**config.mk**
```make
export PLATFORM = sky130hd
export DESIGN_NAME = screen_ctrl
export DESIGN_NICKNAME = d
export VERILOG_FILES = /design/src/rtl/screen_pkg.sv /design/src/rtl/screen_cursor.sv /design/src/rtl/screen_ctrl.sv
export SDC_FILE = /design/constraint.sdc
export NUM_CORES = 1
export LEC_CHECK = 0
export BUFFER_PORTS_ARGS = -buffer_cell sky130_fd_sc_hd__clkbuf_2
export CORE_ASPECT_RATIO = 0.9
export CORE_MARGIN = 8
export CORE_UTILIZATION = 45
export DETAILED_ROUTE_END_ITERATION = 8
export SYNTH_ARGS = -nofsm -noshare
export SYNTH_HDL_FRONTEND = slang
export SYNTH_SLANG_ARGS = --single-unit
```
**constraint.sdc**
```tcl
create_clock -name clock -period 7.9 [get_ports clock]
set_input_delay 0.79 -clock clock [delete_from_list [all_inputs] [get_ports clock]]
set_output_delay 0.79 -clock clock [all_outputs]
set_load 0.03 [all_outputs]
```
**src/rtl/screen_pkg.sv**
```systemverilog
// Shared types and sizing helpers for the character screen sequencer.
package screen_pkg;

  typedef enum logic [1:0] {
    OP_PUTC      = 2'd0,
    OP_NEWLINE   = 2'd1,
    OP_CLEAR     = 2'd2,
    OP_BACKSPACE = 2'd3
  } cmd_op_t;

  typedef enum logic [1:0] {
    S_IDLE   = 2'd0,
    S_WRITE  = 2'd1,
    S_SCROLL = 2'd2,
    S_CLEAR  = 2'd3
  } state_t;

  function automatic int nloc(input int cols, input int rows);
    return cols * rows;
  endfunction

  function automatic int addr_w(input int cols, input int rows);
    return $clog2(cols * rows);
  endfunction

endpackage

```
**src/rtl/screen_cursor.sv**
```systemverilog
// Cursor position plus its linear screen address, kept in step without a multiplier.
module screen_cursor
  import screen_pkg::*;
#(
  parameter int COLS = 40,
  parameter int ROWS = 30,
  parameter int XW   = $clog2(COLS),
  parameter int YW   = $clog2(ROWS),
  parameter int AW   = addr_w(COLS, ROWS)
) (
  input  logic          clock,
  input  logic          reset,
  input  logic          advance,
  input  logic          retreat,
  input  logic          newline,
  input  logic          home,
  output logic [XW-1:0] x,
  output logic [YW-1:0] y,
  output logic [AW-1:0] addr,
  output logic          wrap,
  output logic          at_bottom
);

  localparam logic [XW-1:0] XMAX = XW'(COLS - 1);
  localparam logic [YW-1:0] YMAX = YW'(ROWS - 1);

  assign wrap      = (x == XMAX);
  assign at_bottom = (y == YMAX);

  always_ff @(posedge clock) begin
    if (reset || home) begin
      x    <= '0;
      y    <= '0;
      addr <= '0;
    end else if (advance) begin
      if (wrap) begin
        x <= '0;
        if (!at_bottom) begin
          y    <= y + 1'b1;
          addr <= addr + 1'b1;
        end else begin
          // bottom row stays; the scroll moves content up under the cursor
          addr <= addr - AW'(COLS - 1);
        end
      end else begin
        x    <= x + 1'b1;
        addr <= addr + 1'b1;
      end
    end else if (newline) begin
      x <= '0;
      if (!at_bottom) begin
        y    <= y + 1'b1;
        addr <= addr - AW'(x) + AW'(COLS);
      end else begin
        addr <= addr - AW'(x);
      end
    end else if (retreat) begin
      if (x != '0) begin
        x    <= x - 1'b1;
        addr <= addr - 1'b1;
      end else if (y != '0) begin
        x    <= XMAX;
        y    <= y - 1'b1;
        addr <= addr - 1'b1;
      end
    end
  end

endmodule

```
**src/rtl/screen_ctrl.sv**
```systemverilog
// Command sequencer for the VGA character screen: cursor writes, clear and scroll sweeps.
module screen_ctrl
  import screen_pkg::*;
#(
  parameter int               COLS  = 40,
  parameter int               ROWS  = 30,
  parameter int               Dbits = 4,
  parameter logic [Dbits-1:0] BLANK = '0
) (
  input  logic                             clock,
  input  logic                             reset,
  input  logic                             cmd_valid,
  output logic                             cmd_ready,
  input  logic [1:0]                       cmd_op,
  input  logic [Dbits-1:0]                 cmd_char,
  output logic                             mem_wr,
  output logic [addr_w(COLS, ROWS)-1:0]    mem_waddr,
  output logic [Dbits-1:0]                 mem_wdata,
  output logic [addr_w(COLS, ROWS)-1:0]    mem_raddr,
  input  logic [Dbits-1:0]                 mem_rdata,
  output logic [$clog2(COLS)-1:0]          cursor_x,
  output logic [$clog2(ROWS)-1:0]          cursor_y,
  output logic                             busy
);

  localparam int AW   = addr_w(COLS, ROWS);
  localparam int NLOC = nloc(COLS, ROWS);
  localparam logic [AW-1:0] P_LAST  = AW'(NLOC - 1);
  localparam logic [AW-1:0] SRC_END = AW'(NLOC - COLS);

  state_t            state, state_n;
  logic [AW-1:0]     p;
  logic [AW-1:0]     cur_addr;
  logic [Dbits-1:0]  wchar;
  logic              wr_adv;
  logic              accept, advance, wrap, at_bottom, p_last;
  cmd_op_t           op;

  assign op        = cmd_op_t'(cmd_op);
  assign cmd_ready = (state == S_IDLE);
  assign accept    = cmd_valid && cmd_ready;
  assign busy      = (state == S_SCROLL) || (state == S_CLEAR);
  assign p_last    = (p == P_LAST);

  screen_cursor #(.COLS(COLS), .ROWS(ROWS)) u_cursor (
    .clock     (clock),
    .reset     (reset),
    .advance   (advance),
    .retreat   (accept && op == OP_BACKSPACE),
    .newline   (accept && op == OP_NEWLINE),
    .home      (accept && op == OP_CLEAR),
    .x         (cursor_x),
    .y         (cursor_y),
    .addr      (cur_addr),
    .wrap      (wrap),
    .at_bottom (at_bottom)
  );

  always_ff @(posedge clock) begin
    if (reset) begin
      state  <= S_IDLE;
      p      <= '0;
      wchar  <= '0;
      wr_adv <= 1'b0;
    end else begin
      state <= state_n;
      if (accept) begin
        wchar  <= (op == OP_PUTC) ? cmd_char : BLANK;
        wr_adv <= (op == OP_PUTC);
      end
      if (busy)
        p <= p_last ? '0 : p + 1'b1;
    end
  end

  always_comb begin
    state_n   = state;
    mem_wr    = 1'b0;
    mem_waddr = '0;
    mem_wdata = '0;
    mem_raddr = '0;
    advance   = 1'b0;
    case (state)
      S_IDLE: begin
        if (accept) begin
          case (op)
            OP_PUTC, OP_BACKSPACE: state_n = S_WRITE;
            OP_CLEAR:              state_n = S_CLEAR;
            OP_NEWLINE:            state_n = at_bottom ? S_SCROLL : S_IDLE;
            default:               state_n = S_IDLE;
          endcase
        end
      end
      S_WRITE: begin
        mem_wr    = 1'b1;
        mem_waddr = cur_addr;
        mem_wdata = wchar;
        advance   = wr_adv;
        state_n   = (wr_adv && wrap && at_bottom) ? S_SCROLL : S_IDLE;
      end
      S_SCROLL: begin
        // ascending sweep reads p+COLS before that cell is itself overwritten
        mem_wr    = 1'b1;
        mem_waddr = p;
        if (p < SRC_END) begin
          mem_raddr = p + AW'(COLS);
          mem_wdata = mem_rdata;
        end else begin
          mem_wdata = BLANK;
        end
        if (p_last) state_n = S_IDLE;
      end
      S_CLEAR: begin
        mem_wr    = 1'b1;
        mem_waddr = p;
        mem_wdata = BLANK;
        if (p_last) state_n = S_IDLE;
      end
      default: state_n = S_IDLE;
    endcase
  end

endmodule

```
* Yosys cells after proc, flatten, opt, wreduce, memory -nomap -nowiden *
Index checks and enable logic that the tools add are counted.

storage, ports and cells
  flip-flop bits (word level) = 40
  bits in latches = 0
  bits in writable memories = 0
  memory bits (read-only) = 0
  input port bits = 13
  output and inout bits = 40
  logic and storage cells = 89
  memories = 0

operators by class
  $add $sub $neg = 11
  multipliers = 0
  div/mod/pow operators = 0
  order comparisons = 1
  equal/unequal tests = 13
  shift operators = 0
  mux-type cells = 36
  bitwise operators = 0
  reduce and logical (&&, ||, !) cells = 21

operators with widths
  operator                 number
  $mux W11                 11
  $mux W6                  6
  $mux W5                  7
  $add A11 B1 Y11 const B  2
  $add A11 B6 Y11 const B  2
  $pmux W11 S2             1
  $pmux W2 S3              2
  $eq A11 B11 Y1 const B   1
  $lt A11 B11 Y1 const B   1
  $sub A11 B1 Y11 const B  1
  $sub A11 B6 Y11          1
  $sub A11 B6 Y11 const B  1
  $eq A2 B2 Y1 const B     4
  $mux W2                  4
  $mux W4                  2
  $pmux W4 S2              1
  $add A6 B1 Y6 const B    1
  $eq A6 B6 Y1 const B     1
  $logic_and A1 B1 Y1      6
  $ne A2 B1 Y1 const B     3
  $reduce_bool A3 Y1       2
  $reduce_bool A6 Y1       1
  $sub A6 B1 Y6 const B    1
  $add A5 B1 Y5 const B    1
  other kinds (13)         19

* Longest topological paths before layout *
  depth in word-level cells = 6
  gate-level depth with buffers = 15
  depth with buffers taken out = 14

* Hierarchy *
A second synthesis with hierarchy kept.

second synthesis, totals
  cells, all modules = 523
  area total of the unflattened synthesis = 3,821.2 µm²

by module, submodules not included
  module         times used  cells an instance  area each (µm²)  sequential area each (µm²)
  screen_cursor  1           339                2,421.1          440.4
  screen_ctrl    1           184                1,400.1          360.3

* Least setup slack after synthesis *
No wires, ideal clock.

  path kind = reg-to-reg
  start = register u_cursor.x[0]
  end = register u_cursor.addr[5]
  library setup time = 0.124 ns
  data arrival time = 2.522 ns
  data required time = 7.776 ns
  setup slack = 5.254 ns
  stages on the path, launching flop included = 13
  path buffers = 0
  clock period less this slack = 2.646 ns
  cells stage by stage = dfxtp_1 > ha_1 > inv_1 > fa_1 > a211oi_1 > o21ai_0 > nand2_1 > inv_1 > ha_1 > nor2_1 > xnor2_1 > a221oi_1 > a21oi_1

on the way
  longest elaborated chain between the ends = 5
  elaborated cells on any way between the ends = 12
  those cells by class = 2 x add/sub; 1 x eq/ne; 6 x mux; 3 x reduce/logical

ends and longest elaborated chain
  element                                                RTL line                                                       text
  from (decl)                                            screen_cursor.sv:17                                            output logic [XW-1:0] x,
  from (signal assigned)                                 screen_cursor.sv:46                                            x <= x + 1'b1;
  from (signal assigned)                                 screen_cursor.sv:59                                            x <= x - 1'b1;
  $sub A11 B6 Y11 or $reduce_bool A6 Y1 (tied branches)  screen_cursor.sv:53, screen_cursor.sv:55, screen_cursor.sv:58
  $add A11 B6 Y11 or $mux W11 (tied branches)            screen_cursor.sv:53, screen_cursor.sv:58
  $mux W11, on equally long branches                     screen_cursor.sv:51, screen_cursor.sv:57
  $mux W11                                               screen_cursor.sv:49                                            end else if (newline) begin
  $mux W11                                               screen_cursor.sv:35                                            end else if (advance) begin
  to (signal assigned)                                   screen_cursor.sv:40                                            addr <= addr + 1'b1;
  to (signal assigned)                                   screen_cursor.sv:53                                            addr <= addr - AW'(x) + AW'(COLS);
  to (signal assigned)                                   screen_cursor.sv:55                                            addr <= addr - AW'(x);
  to (decl)                                              screen_cursor.sv:19                                            output logic [AW-1:0] addr,

Several ways; a longest one is shown, not always the timed one. The select of a mux whose other input is x is not followed.
A chain may end at the register's enable or synchronous reset.

* Final worst setup path *
  start = register state[1]
  end = register u_cursor.addr[6]

on the way
  longest elaborated chain between the ends = 5
  elaborated cells on any way between the ends = 13
  those cells by class = 1 x eq/ne; 3 x mux; 9 x reduce/logical

ends and longest elaborated chain
  element                                                     RTL line                              text
  from (decl)                                                 screen_ctrl.sv:31                     state_t state, state_n;
  from (signal assigned)                                      screen_ctrl.sv:66                     state <= state_n;
  $logic_not A2 Y1                                            screen_ctrl.sv:40                     assign cmd_ready = (state == S_IDLE);
  $logic_and A1 B1 Y1                                         screen_ctrl.sv:41                     assign accept = cmd_valid && cmd_ready;
  $logic_and A1 B1 Y1, on equally long branches               screen_ctrl.sv:50, screen_ctrl.sv:49
  $reduce_bool A4 Y1 (no line), or another cell as far along  --
  $reduce_and A2 Y1 (no line) or $mux W11 (tied branches)     --
  to (signal assigned)                                        screen_cursor.sv:55
  to (signal assigned)                                        screen_cursor.sv:60                   addr <= addr - 1'b1;
  to (signal assigned)                                        screen_cursor.sv:64                   addr <= addr - 1'b1;

Several ways; a longest one is shown, not always the timed one.

==> flow_metrics.tcl <==
set metrics [dict create \
    drc 0 \
    die_x_um 114.5 \
    nets 605 \
    synth_area_leaders "dfxtp_1 20%, ha_1 8.6%, nor2_1 7.4%" \
    io_pins 53 \
    ctsHoldBuffers 0 \
    clkPwrFrac_pct 15.1 \
    p_leak_uw 0.001654 \
    dieHeight_um 104.7 \
    dieArea_sq_um 11980 \
    fin_worst_skew_ns 0.007988 \
    p_switching_uw 487.0 \
    place_congestion 0.8792 \
    clkTransAtPathRegs_ns 0.10 \
    reg2reg_slack_ns 4.23 \
    cp.arrival_ns 3.91 \
    core_sq_um 8528 \
    port_buffers 52 \
    grt_pass1_vias 3900 \
    async_flop_share_pct 0 \
    power.internal_uw 505.9 \
    ant_nets 0 \
    grt_pass1_wl_mm 19.76 \
    via_count 4086 \
    avgSynthCellArea_sq_um 7.238 \
    cp_data_required_time_ns 8.14 \
    vias_per_cell 5.974 \
    synth_seq_area_share_pct 20.38 \
    cts_setup_buffers 0 \
    rows 32 \
    clkLatencyLatePin_ns 0.31 \
    crit_path_start_kind "register" \
    seq_power_share_pct 28.8 \
    grt-ovfl-total 0 \
    rsz0062_at_grt "false" \
    n_antenna_cell 0 \
    grt_max_degree 24 \
    synth_flop_cell "dfxtp_1" \
    grt_antenna_before_repair 0 \
    postSynthCellCount 543 \
    final_common_cell "nor2_1" \
    maxCapViolCount 0 \
    root_buffer "clkbuf_8" \
    synth_area_sq_um 3930 \
    detail_route.wl_per_cell_um 17.13 \
    worst_slew_pin_slew_ns 0.9713 \
    irDropWorstVdd_uv 103.4 \
    cts_buffers 5 \
    hp-class "reg -> reg" \
    firstDrtPassIters 5 \
    n_fill_cell 880 \
    fmax_mhz 272.6 \
    htree_levels 2 \
    yosys.area.top_type "dfxtp_1" \
    hold_slack_ns 0.4666 \
    cts_tree "yes" \
    relSlewSlack_pct 35.01 \
    post-route-util_pct 49.31 \
    outcome "finished, final reports clean" \
    synth-seq-cells 40 \
    layout-drive-gt1-share_pct 12.92 \
    start_util_pct 46.08 \
    endpoint_kind "register" \
    p_comb_share_pct 56.1 \
    setup_violations 0 \
    clkSinkCount 40 \
    critPathMaxFanout 23 \
    final_cell_mix "78 x nor2_1, 52 x clkbuf_2, 48 x a21oi_1" \
    routed_wl_mm 11.72 \
    drtIter0Drc 255 \
    power_density_nw_per_um2 236.1 \
    hpwl_mm 8.740 \
    yosysUniqueCellTypes 64 \
    total_power_uw 992.9 \
    area_growth_pct 7.004 \
    fin_crit_sh_pct 46.44 \
    final-hold-violation-count 0 \
    yosysWarnings 0 \
    multi_input_area_sq_um 2793 \
    synth_top_area_share_pct 20.38 \
    cts_resized 0 \
    netSwitchingFraction_pct 49.05 \
    syn-num-nets 584 \
    finalSetupTns_ns 0 \
    track_usage_pct 19.78 \
    final-max-slew-violation-count 0 \
    regArea_sq_um 800.8 \
    path_class "reg -> reg" \
    synth_edf_count 0 \
    cts.path.max_buffers 2 \
    min_period_ns 3.669 \
]
kinds of logic (layout without fill, tap and decap cells):
family | Yosys count | after routing | share of synthesized area (%)
buf+inv | 66 | 88 | 8.564
compound gates | 167 | 167 | 27.83
mux | 2 | 2 | 0.5094
flops | 40 | 40 | 20.38
xor+xnor | 33 | 33 | 7.354
simple gates | 207 | 207 | 26.27
fa+ha+maj | 28 | 28 | 9.105
sequential cells by signal (all words and copies together), names as in the netlist:
signal         flops
u_cursor.x         6
wchar              4
u_cursor.y         5
p                 11
u_cursor.addr     11
state              2
wr_adv             1
power groups by stage:
stage | Clock (uW) | Combinational (uW) | Sequential (uW)
after global placement | 0 | 551 | 288
after detailed placement | 0 | 552 | 288
after floorplan | 0 | 467 | 261
final | 150 | 557 | 286
after global routing | 160 | 621 | 291
after CTS | 154 | 555 | 283
stage by stage:
step | setup slack, ns | area [sq um] | cells
finish | 4.231 | 4205 | 684
global route | 3.859 | 4205 | 684
CTS | 4.245 | 4205 | 684
detailed placement | 4.312 | 4115 | 676
global placement | 4.364 | 4115 | 676
floorplan | 5.254 | 3930 | 543
layout make-up:
type                            instances  share of cell area, %
Multi-Input combinational cell        437                  66.41
Clock buffer                            5                  1.636
Timing Repair Buffer                   54                  6.546
Sequential cell                        40                  19.04
Clock inverter                          3                 0.5058
Inverter                               26                  2.321
Tap cell                              119                  3.541
layer usage:
| metal | vias to the layer above | part of all wire, % | global-route usage, % |
|---|---|---|---|
| li1 | 2016 | - | - |
| met1 | 1900 | 48 | 27.13 |
| met2 | 146 | 45 | 30.72 |
| met3 | 24 | 5.6 | 3.049 |
| met4 | 0 | 1.9 | 6.553 |
| met5 | - | 0 | 0 |
cell usage after synthesis, drive strengths merged (2+ instances only):
cell,number
o31ai,4
a211o,2
ha,27
nor3,15
and2,3
a41oi,2
nor2b,4
a21oi,48
o22ai,8
and4,3
or3,4
o221ai,3
a22oi,21
or4b,2
o2111ai,3
a31oi,2
nand4,6
dfxtp,40
o22a,3
o32ai,2
a211oi,18
nand3,24
clkbuf,29
o21a,2
nand2,40
and3,9
buf,10
nand2b,2
nor2,78
mux2i,2
a221oi,4
o21ai,28
nor4,9
inv,25
xnor2,21
a21boi,3
xor2,12
nor4b,3
a21o,6
a221o,2
worst max-delay path, cell delays in order (launching register included):
cell and delay (ns):
dfxtp_1 0.60, inv_1 0.15, ha_1 0.39, nand2_1 0.40, nand2_1 0.58, nor2_1 0.95
a221oi_1 0.12, a211o_1 0.34, o21ai_1 0.07
final timing paths:
| check | endpoint | cells after the start | start |
|---|---|---|---|
| hold / removal | wchar[2] | 2 | wchar[2] |
| hold reg to reg | wchar[2] | 2 | wchar[2] |
| setup reg to reg | u_cursor.addr[6] | 8 | state[1] |
| setup / recovery | u_cursor.addr[6] | 8 | state[1] |
(Power assumes the default switching activity.)
